[src/rtl/seg7_scan_driver.sv]
// Time-multiplexed seven-segment scan driver with a shadow/display double buffer,
// anti-ghost blanking, leading-zero suppression and selectable output polarity.
module seg7_scan_driver #(
  parameter int DIGITS       = 4,
  parameter int REFRESH_DIV  = 50000,
  parameter int GHOST_CYC    = 2,
  parameter bit COMMON_ANODE = 1'b1
) (
  input  logic                clk,
  input  logic                rst_n,
  input  logic                load,
  input  logic [4*DIGITS-1:0] value,
  input  logic [DIGITS-1:0]   dp_in,
  input  logic                blank_lz,
  output logic [6:0]          seg,
  output logic                dp,
  output logic [DIGITS-1:0]   digit_sel,
  output logic                frame_done
);

  localparam int CW = $clog2(REFRESH_DIV);
  localparam int IW = (DIGITS > 1) ? $clog2(DIGITS) : 1;

  localparam logic [CW-1:0] CNT_LAST  = CW'(REFRESH_DIV - 1);
  localparam logic [CW-1:0] CNT_GHOST = CW'(GHOST_CYC);
  localparam logic [IW-1:0] IDX_LAST  = IW'(DIGITS - 1);
  localparam logic          INV       = COMMON_ANODE;

  logic [CW-1:0]       cnt;
  logic [IW-1:0]       idx;
  logic [4*DIGITS-1:0] sh_val;
  logic [DIGITS-1:0]   sh_dp;
  logic [4*DIGITS-1:0] dsp_val;
  logic [DIGITS-1:0]   dsp_dp;

  logic                slot_end;
  logic                frame_wrap;
  logic                ghost;

  logic [DIGITS-1:0]   lz_blank;
  logic                upper_zero;
  logic [DIGITS-1:0]   sel_hot;
  logic [3:0]          cur_nib;
  logic                cur_dp;
  logic                cur_blank;

  logic [6:0]          seg_nx;
  logic                dp_nx;
  logic [DIGITS-1:0]   sel_nx;

  function automatic logic [6:0] hex_to_seg(input logic [3:0] h);
    case (h)
      4'h0:    return 7'h7E;
      4'h1:    return 7'h30;
      4'h2:    return 7'h6D;
      4'h3:    return 7'h79;
      4'h4:    return 7'h33;
      4'h5:    return 7'h5B;
      4'h6:    return 7'h5F;
      4'h7:    return 7'h70;
      4'h8:    return 7'h7F;
      4'h9:    return 7'h7B;
      4'hA:    return 7'h77;
      4'hB:    return 7'h1F;
      4'hC:    return 7'h4E;
      4'hD:    return 7'h3D;
      4'hE:    return 7'h4F;
      default: return 7'h47;
    endcase
  endfunction

  assign slot_end   = (cnt == CNT_LAST);
  assign frame_wrap = slot_end && (idx == IDX_LAST);
  assign ghost      = (cnt < CNT_GHOST);

  // A digit is a leading zero when it and every more significant nibble are zero.
  always_comb begin
    lz_blank   = '0;
    upper_zero = 1'b1;
    for (int i = DIGITS - 1; i > 0; i--) begin
      upper_zero  = upper_zero & (dsp_val[4*i +: 4] == 4'h0);
      lz_blank[i] = blank_lz & upper_zero;
    end
  end

  always_comb begin
    sel_hot   = '0;
    cur_nib   = 4'h0;
    cur_dp    = 1'b0;
    cur_blank = 1'b0;
    for (int i = 0; i < DIGITS; i++) begin
      if (idx == IW'(i)) begin
        sel_hot[i] = 1'b1;
        cur_nib    = dsp_val[4*i +: 4];
        cur_dp     = dsp_dp[i];
        cur_blank  = lz_blank[i];
      end
    end
  end

  always_comb begin
    seg_nx = '0;
    dp_nx  = 1'b0;
    sel_nx = '0;
    if (!ghost) begin
      seg_nx = cur_blank ? 7'h00 : hex_to_seg(cur_nib);
      dp_nx  = cur_dp;
      sel_nx = sel_hot;
    end
  end

  always_ff @(posedge clk) begin
    if (!rst_n) begin
      cnt        <= '0;
      idx        <= '0;
      sh_val     <= '0;
      sh_dp      <= '0;
      dsp_val    <= '0;
      dsp_dp     <= '0;
      seg        <= {7{INV}};
      dp         <= INV;
      digit_sel  <= {DIGITS{INV}};
      frame_done <= 1'b0;
    end else begin
      if (slot_end) begin
        cnt <= '0;
        idx <= frame_wrap ? '0 : idx + 1'b1;
      end else begin
        cnt <= cnt + 1'b1;
      end

      if (load) begin
        sh_val <= value;
        sh_dp  <= dp_in;
      end

      // Display only changes at the frame boundary; a load landing on it bypasses the shadow.
      if (frame_wrap) begin
        dsp_val <= load ? value : sh_val;
        dsp_dp  <= load ? dp_in : sh_dp;
      end

      seg        <= seg_nx ^ {7{INV}};
      dp         <= dp_nx ^ INV;
      digit_sel  <= sel_nx ^ {DIGITS{INV}};
      frame_done <= frame_wrap;
    end
  end

endmodule

[config.mk]
export PLATFORM = sky130hd
export DESIGN_NAME = seg7_scan_driver
export DESIGN_NICKNAME = d
export VERILOG_FILES = /design/src/rtl/seg7_scan_driver.sv
export SDC_FILE = /design/constraint.sdc
export NUM_CORES = 1
export LEC_CHECK = 0
export BUFFER_PORTS_ARGS = -buffer_cell sky130_fd_sc_hd__buf_2
export CORE_MARGIN = 4
export CORE_UTILIZATION = 50
export CTS_CLUSTER_DIAMETER = 100
export DETAILED_ROUTE_END_ITERATION = 16
export PLACE_DENSITY = 0.7
export SETUP_SLACK_MARGIN = 0.4
export SYNTH_ARGS = -nofsm -noshare
export SYNTH_HDL_FRONTEND = slang
export SYNTH_SLANG_ARGS = --single-unit
[constraint.sdc]
create_clock -name clk -period 2.75 [get_ports clk]
set_input_delay 0.4125 -clock clk [delete_from_list [all_inputs] [get_ports clk]]
set_output_delay 0.4125 -clock clk [all_outputs]
set_load 0.01 [all_outputs]
==> impl_metrics.yaml, run 1 <==
final_layout:
  layout_commonest_cell: "dfxtp_1"
  areaGrowthSynthToFinish_pct: 13.99
  final_cell_mix: "70 x dfxtp_1, 36 x buf_2, 25 x nand2_1"
  antennaDiodeCount: 0
  final_layout_size_suffix_gt1_share_pct: 24.03
  final_cells: 437
  final_nets: 393
clock_tree:
  cts_buffers: 9
  cts_sinks: 71
  cts_root_buffer: "clkbuf_8"
  cts_hold_buf: 0
  clk-insertion-delay-late_ps: 340
  htree_levels: 3
  path_clk_slew_ps: 70
  cts.path.max_buffers: 2
  cts_tree: "built"
drt:
  top_layer: "met4"
  ant_nets: 0
  drtIter0Drc: 99
  wl_per_cell_um: 13.86
  wl_met1_mm: 2.903
  drt_first_pass_iters: 4
  vias: 2310
  vias_per_cell: 5.286
  wl_met2_mm: 2.798
  route.met3.wl_um: 284
  drc: 0
  wl_mm: 6.056
pwr:
  peakVddDrop_v: 0.0003012
  p_sw_share_pct: 22.96
  switchingPower_mw: 0.4313
  pwr-share-clk_pct: 37.5
  p_comb_share_pct: 5.6
  seq_power_share_pct: 56.9
  leakage_nw: 1.575
  intPower_mw: 1.447
  powerDensity_nw_per_um2: 511.7
logic_synthesis:
  synth_cell_type_count: 38
  synth.area.top_cells: "dfxtp_1 44%, mux2_4 9.3%, mux2i_1 6.8%"
  synth_top_area_share_pct: 44.13
  synth_area_um2: 3221
  ys_ff_latch: 71
  synth-edff-count: 0
  syn_nets: 357
  syn_inst: 322
  ys.flop_type: "dfxtp_1"
  synth_top_area_cell: "dfxtp_1"
  ys_warn_count: 0
  synth_area_per_cell_um2: 10.00
  synthArstFlopShare_pct: 0
  ys_seq_area_share_pct: 44.13
sta:
  relSlewSlack_pct: 60.90
  fmaxAchievable_mhz: 450.2
  finalWorstPathRequiredPeriod_ps: 2221
  setup_viol: 0
  finalClockSkew_ps: 8.928
  slew_violations: 0
  worst_pin_slew_ps: 586.4
  setup_tns_ps: 0
  rsz0062_at_grt: "false"
  fin_crit_sh_pct: 80.77
  hold_viol_final: 0
placement:
  numPortBuffers: 36
  dp_hpwl_mm: 4.235
  post-place-cells: 422
  place.gp.congestion: 0.8134
floorplanning:
  start_util_pct: 52.83
  io_pins: 37
  num_rows: 28
  dieWidth_um: 88.26
  die_area_um2: 7789
  core_area_um2: 6096
  die_height_um: 88.26
grt:
  grt.total_usage_pct: 16.99
  antenna_found_initial: 0
  grt_pass1_vias: 2254
  overflow: 0
  grt_pass1_wl_mm: 10.36
  grt_max_degree: 47
setup_path:
  critPathLaunchType: "flop"
  ff2ff_path_depth: 5
  cp.required_ps: 2970
  rrSetupSlack_ps: 530
  critPathKind: "reg2reg"
  crit_fanout: 20
  endpoint_kind: "flop"
  r2r-end: "dsp_val[8]"
  regToRegStartpoint: "cnt[11]"
  arrival_ps: 2440
hold_path:
  min_path_cells: 3
  min_from: "value[14]"
  hold_end: "sh_val[14]"
  hp-class: "in2reg"
outcome:
  outcome: "completed"
job:
  drv_cap: 0
synth_stat cells, types with 2 or more instances:
library cell,number
nor3b_1,3
xnor2_1,7
nor2_1,20
dfxtp_1,71
o211ai_1,2
nand3b_1,4
nor3_1,5
mux2_4,20
buf_6,2
a311oi_1,2
o21a_1,2
and2_1,21
o21ai_0,4
mux2i_1,22
inv_1,8
o221ai_1,3
ha_1,11
a21oi_1,11
nand3_1,10
clkbuf_1,13
nor4_1,8
a311o_1,2
and3_1,3
nor2b_1,24
xor2_1,7
nand2_1,25
routing by layer:
layer	track usage (%)	up-vias
met5	0	-
met4	6.044	0
met3	4.749	9
met2	26.65	52
met1	22.48	1066
li1	-	1183
cells by family (layout without fill, tap and decap cells):
family,Yosys count,in the layout,share of synthesized area [%]
XOR/XNOR,14,14,3.807
AND/OR/NAND/NOR,129,129,21.72
flip-flops,71,71,44.13
buffers and inverters,23,63,3.147
AO/OA/AOI/OAI,32,32,6.760
multiplexers,42,42,16.16
adder cells (fa/ha/maj),11,11,4.273
layout make-up:
type / instances / area (um^2)
Clock buffer: 10 / 137.6
Clock inverter: 5 / 25.02
Fill cell: 553 / 2425
Inverter: 8 / 30.03
Multi-Input combinational cell: 228 / 1752
Sequential cell: 71 / 1423
Tap cell: 75 / 93.84
Timing Repair Buffer: 40 / 210.2
per-stage QoR:
step | cell area (um^2) | hold WS [ps] | total power, mW | setup WS (ps) | utilization, %
detailed placement | 3460 | 456.9 | 1.200 | 320.2 | 56.75
global route | 3671 | 402.2 | 1.955 | 395.9 | 60.22
finish | 3671 | 392.1 | 1.879 | 528.7 | 60.22
CTS | 3628 | 383.7 | 1.901 | 400.3 | 59.52
floorplan | 3227 | 429.7 | 1.159 | 453.2 | -
global placement | 3460 | 447.6 | 1.197 | 472.9 | 56.75
power by group through the flow:
stage / clock (mW) / combinational [mW] / sequential [mW]
floorplan: 0 / 0.0639 / 1.10
global placement: 0 / 0.106 / 1.09
detailed placement: 0 / 0.108 / 1.09
CTS: 0.724 / 0.109 / 1.07
global route: 0.765 / 0.120 / 1.07
finish: 0.704 / 0.106 / 1.07
worst max-delay path by stage:
stage,startpoint,end,slack (ps)
3_5_place_dp,idx[0],seg[3],320
3_3_place_gp,idx[1],seg[3],470
5_1_grt,idx[0],seg[3],400
4_1_cts,idx[0],seg[3],400
2_1_floorplan,idx[0],seg[3],450
6_report,cnt[11],dsp_val[8],530
flip-flops by register name (all words and copies together), names as in the netlist:
name and cells:
idx 2, dsp_dp 4, seg 7, sh_val 16
sh_dp 4, dp 1, dsp_val 16, frame_done 1
cnt 16, digit_sel 4
critical path, cell delays in order (launching register included):
cell and delay [ps]:
dfxtp_1 360, nor4_1 270, nand2_1 140, or4_4 590
or2_4 400, mux2_4 350
timing repair:
action,4_1_cts,5_1_grt
pin swaps,0,0
gates resized for setup,1,10
setup endpoints to repair,1,5
setup buffers,0,0
Note: power is estimated with default switching activity, not from simulation.
==> run 2: changes to the inputs <==
==> constraint.sdc (replaced) <==
create_clock -name clk -period 2.13 [get_ports clk]
set_input_delay 0.3195 -clock clk [delete_from_list [all_inputs] [get_ports clk]]
set_output_delay 0.3195 -clock clk [all_outputs]
set_load 0.01 [all_outputs]
==> run 2 against run 1 <==
Effect of this change: clock skew about the same; combinational power increased by 55%; sequential power increased by 29%; sequential share of layout area decreased by 5.0 points; clock power increased by 52%; flip-flop and latch count unchanged; setup slack got worse by 390 ps; die area unchanged; critical path type unchanged.
==> impl_metrics.yaml, run 2 (same netlist as run 1, synthesis figures left out) <==
outcome:
  outcome: "completed"
drt:
  wl_per_cell_um: 15.96
  top_layer: "met4"
  ant_nets: 0
  drt_first_pass_iters: 4
  vias_per_cell: 5.453
  drtIter0Drc: 113
  wl_met1_mm: 3.348
  drc: 0
  route.met3.wl_um: 405
  vias: 2563
  wl_mm: 7.502
  wl_met2_mm: 3.607
clock_tree:
  htree_levels: 3
  cts_sinks: 71
  path_clk_slew_ps: 70
  cts.path.max_buffers: 2
  cts_tree: "built"
  clk-insertion-delay-late_ps: 340
  cts_buffers: 9
  cts_root_buffer: "clkbuf_8"
  cts_hold_buf: 0
floorplanning:
  io_pins: 37
  die_area_um2: 7789
  die_height_um: 88.26
  start_util_pct: 52.83
  num_rows: 28
  dieWidth_um: 88.26
  core_area_um2: 6096
placement:
  numPortBuffers: 36
  dp_slack_ps: 14.84
  dp_hpwl_mm: 4.594
  place.gp.congestion: 0.8589
  placed_cell_area_um2: 3645
  post-place-cells: 434
hold_path:
  hp-class: "in2reg"
  min_from: "value[15]"
sta:
  setup_tns_ps: 0
  fin_crit_sh_pct: 93.38
  finalClockSkew_ps: 9.185
  finalWorstPathRequiredPeriod_ps: 1989
  hold_viol_final: 0
  fmaxAchievable_mhz: 502.7
  relSlewSlack_pct: 60.89
  setup_viol: 0
  slew_violations: 0
  worst_slack_ps: 140.9
  worst_pin_slew_ps: 586.7
  rsz0062_at_grt: "true"
setup_path:
  regToRegStartpoint: "idx[0]"
  worstSetupStartpoint: "idx[0]"
  cp.required_ps: 2350
  arrival_ps: 2210
  critPathLaunchType: "flop"
  crit_fanout: 8
  endpoint_kind: "flop"
  critPathKind: "reg2reg"
pwr:
  leakage_nw: 1.784
  peakVddDrop_v: 0.0004717
  powerDensity_nw_per_um2: 612.7
final_layout:
  final_cells: 470
  areaGrowthSynthToFinish_pct: 32.44
  postLayoutCellArea_um2: 4265
  final_layout_size_suffix_gt1_share_pct: 41.77
  reg.largest.list: "cnt: 16 flops, dsp_val: 16 flops, sh_val: 16 flops"
  nFillCells: 445
  final_cell_mix: "65 x dfxtp_1, 36 x buf_2, 27 x buf_4"
  layout_commonest_cell: "dfxtp_1"
  antennaDiodeCount: 0
  final_nets: 426
grt:
  overflow: 0
  grt.total_usage_pct: 20.02
  grt_pass1_wl_mm: 12.00
  grt_pass1_vias: 2512
  grt_max_degree: 47
  antenna_found_initial: 0
job:
  drv_cap: 0
## run 2: changes by cell type in the layout (fill, tap and decap cells not counted), moves of 5 or more
cell and change:
dfxtp_1 -5, nor2_2 +5, nor2_4 +8, buf_4 +23, ha_1 -7, nor2_1 -13, ha_4 +5
## run 2: stage by stage
stage | power [mW] | hold WS, ps | util [%]
after floorplan | 1.501 | 432.5 | -
after global placement | 1.556 | 446.7 | 59.79
after detailed placement | 1.560 | 454.1 | 59.79
after CTS | 2.625 | 279.0 | 67.41
after global routing | 2.714 | 290.3 | 69.97
final | 2.614 | 283.2 | 69.97
## run 2: what timing repair did
action                                 4_1_cts  5_1_grt
setup buffers                               13        4
gates cloned                                 4        0
setup endpoints to repair                   41       44
endpoints found under the hold margin        0        0
pin swaps                                   19       21
gates resized for setup                     36       33
## run 2: power breakdown
part,total [mW],internal (mW),switching [mW]
registers,1.38,1.36,0.0146
logic,0.164,0.0790,0.0846
clock network,1.07,0.597,0.475
total,2.61,2.04,0.574
## run 2: final cells by class
type / instances / area [um^2] / area share (%)
inverter: 8 / 32.53 / 0.7627
sequential: 71 / 1439 / 33.73
timing repair buffer: 69 / 462.9 / 10.85
clock inverter: 3 / 42.54 / 0.9974
tap: 75 / 93.84 / 2.200
multi-input combinational: 232 / 2039 / 47.81
clock buffer: 12 / 155.1 / 3.637
## run 2: layer usage
metal,vias to the layer above,global-route usage (%)
met5,-,0
met4,0,7.830
met3,13,5.214
met2,79,32.56
met1,1208,25.45
li1,1263,-
## run 2: path summary, 6_finish.rpt
path | end | slack [ps] | cells after the start
setup / recovery | seg[3] | 140 | 9
hold / removal | sh_val[15] | 280 | 3
setup reg to reg | seg[3] | 140 | 9
hold reg to reg | cnt[0] | 450 | 1
## run 2: worst max-delay path, cell delays in order, from the launching register on
cell      delay (ps)
dfxtp_4          380
inv_2            120
ha_4             200
or3b_4           400
o221ai_4          80
inv_2            120
ha_2             210
a21oi_1          150
a22o_1           160
nand2_1           50
==> run 3: changes to the inputs <==
--- a/config.mk
+++ b/config.mk
@@ -5,11 +5,12 @@
 export SDC_FILE = /design/constraint.sdc
 export NUM_CORES = 1
 export LEC_CHECK = 0
-export BUFFER_PORTS_ARGS = -buffer_cell sky130_fd_sc_hd__buf_2
+export BUFFER_PORTS_ARGS = -buffer_cell sky130_fd_sc_hd__clkbuf_2
 export CORE_MARGIN = 4
 export CORE_UTILIZATION = 50
 export CTS_CLUSTER_DIAMETER = 100
 export DETAILED_ROUTE_END_ITERATION = 16
+export MAX_ROUTING_LAYER = met4
 export PLACE_DENSITY = 0.7
 export SETUP_SLACK_MARGIN = 0.4
 export SYNTH_ARGS = -nofsm -noshare
==> run 3 against run 2 <==
Effect of this change: die area is the same; cell count grew 0.85%; setup slack gained 36 ps; combinational power shrank 4%; sequential share of layout area is essentially flat; wire length shrank 3.8%; maximum frequency grew 1.8%; global-route usage grew 0.53 points; core utilization is essentially flat; count of clock-buffer cells in the layout grew 1; cell area is essentially flat; hold slack is essentially flat; largest cell class unchanged.
==> impl_metrics.yaml, run 3 (same netlist as run 1, synthesis figures left out) <==
drt:
  drc: 0
  wl_mm: 7.218
  ant_nets: 0
  drtIter0Drc: 67
  wl_met1_mm: 3.369
  wl_per_cell_um: 15.23
  drt_first_pass_iters: 4
  top_layer: "met4"
  vias: 2508
  route.met3.wl_um: 323
  vias_per_cell: 5.291
  wl_met2_mm: 3.460
setup_path:
  critPathKind: "reg2reg"
  cp_slowest_stage_delay_ps: 590
  cp.required_ps: 2360
  arrival_ps: 2190
  crit_family: "simple AND/OR/NAND/NOR gates"
  r2r-end: "dsp_dp[0]"
  critPathLaunchType: "flop"
  crit_fanout: 5
  crit_chain: "ha_4 > nand3_2 > or4_4 > or2_4 > mux2_4"
  ff2ff_path_depth: 5
  rrSetupSlack_ps: 180
  crit_slowest_cell: "or4_4"
  path_buf_inv: 0
  endpoint_kind: "flop"
  regToRegStartpoint: "cnt[0]"
final_layout:
  postLayoutCellArea_um2: 4263
  layout_commonest_cell: "dfxtp_1"
  final_nets: 429
  reg.largest.list: "cnt: 16 flops, dsp_val: 16 flops, sh_val: 16 flops"
  antennaDiodeCount: 0
  nFillCells: 464
  final_cell_mix: "65 x dfxtp_1, 36 x clkbuf_2, 25 x buf_4"
  final_cells: 474
  final_layout_size_suffix_gt1_share_pct: 39.35
  areaGrowthSynthToFinish_pct: 32.36
  fin_util_pct: 69.93
clock_tree:
  cts.path.max_buffers: 2
  clk-insertion-delay-late_ps: 350
  htree_levels: 3
  cts_tree: "built"
  path_clk_slew_ps: 70
  cts_root_buffer: "clkbuf_8"
  cts_sinks: 71
  cts_buffers: 9
  cts_hold_buf: 0
grt:
  overflow: 0
  grt.total_usage_pct: 20.55
  grt_pass1_wl_mm: 12.05
  antenna_found_initial: 0
  grt_max_degree: 47
  grt_pass1_vias: 2554
placement:
  place.gp.congestion: 0.8655
  numPortBuffers: 36
  post-place-cells: 435
  dp_hpwl_mm: 4.622
  placed_cell_area_um2: 3665
floorplanning:
  core_area_um2: 6096
  start_util_pct: 52.83
  io_pins: 37
  num_rows: 28
  die_height_um: 88.26
  dieWidth_um: 88.26
  die_area_um2: 7789
pwr:
  powerDensity_nw_per_um2: 585.8
  peakVddDrop_v: 0.0004952
  leakage_nw: 1.844
  finalPower_mw: 2.497
sta:
  finalWorstPathRequiredPeriod_ps: 1953
  slew_violations: 0
  setup_tns_ps: 0
  rsz0062_at_grt: "true"
  setup_viol: 0
  finalClockSkew_ps: 11.60
  fmaxAchievable_mhz: 512.0
  worst_pin_slew_ps: 406.3
  fin_crit_sh_pct: 91.69
  relSlewSlack_pct: 72.91
  hold_viol_final: 0
hold_path:
  hold_end: "sh_val[11]"
  min_from: "value[11]"
  min_path_cells: 3
  hp-class: "in2reg"
outcome:
  outcome: "completed"
job:
  drv_cap: 0
==> run 3: cell count changes in the layout (fill, tap and decap cells not counted), moves of 2 or more <==
cell and delta:
buf_2 -36, nor2_4 -7, nor4_2 +2, ha_4 +2
buf_6 +6, clkbuf_2 +36, nor2_1 +11, inv_2 -2
ha_2 -3, buf_4 -2, nor2_2 -4, inv_4 +2
==> run 3: worst max path at each step <==
| stage | start | endpoint | slack, ps | cells past startpoint |
|---|---|---|---|---|
| floorplan | idx[1] | seg[3] | 140 | 10 |
| global placement | idx[1] | seg[6] | 40 | 8 |
| detailed placement | idx[1] | seg[6] | 10 | 8 |
| CTS | cnt[11] | dsp_dp[0] | 180 | 5 |
| global route | idx[1] | seg[6] | 100 | 9 |
| finish | cnt[0] | dsp_dp[0] | 180 | 5 |
==> run 3: cell type report <==
cell class	count	area [um^2]	area share, %
clock buffers	13	158.9	3.728
clock inverters	3	17.52	0.4109
inverters	8	37.54	0.8805
multi-input cells	232	2018	47.34
flip-flops and latches	71	1436	33.70
well taps	75	93.84	2.201
repair buffers	72	500.5	11.74
==> run 3: what timing repair did <==
action / 4_1_cts / 5_1_grt
buffers inserted: 14 / 5
pin swaps: 18 / 7
cloned: 4 / 0
endpoints found under the setup margin: 42 / 43
resized for setup: 50 / 9
==> run 3: worst reg2reg max path: cells and delay by family (launching register included) <==
family,cells,cell delay (ps)
and+or+nand+nor,3,1000
DFF,1,370
muxes,1,310
adders and majority gates,1,160
==> run 3: routing by layer <==
layer  up-vias  global-route usage (%)
li1       1264                       -
met1      1171                   25.24
met2        65                   32.63
met3         8                   6.052
met4         0                   6.319
met5         -                       -
==> run 3: report_power, final <==
part           internal [mW]  switching [mW]
Clock                  0.483           0.479
Combinational         0.0791          0.0789
Sequential              1.36          0.0127
Total                   1.93           0.571
==> run 3: through the flow <==
step / hold slack, ps / worst slack, ps
after detailed placement: 449.7 / 10.14
after CTS: 271.9 / 176.0
after global placement: 445.2 / 44.29
after global routing: 291.5 / 103.3
final: 283.2 / 176.9
after floorplan: 432.5 / 135.8
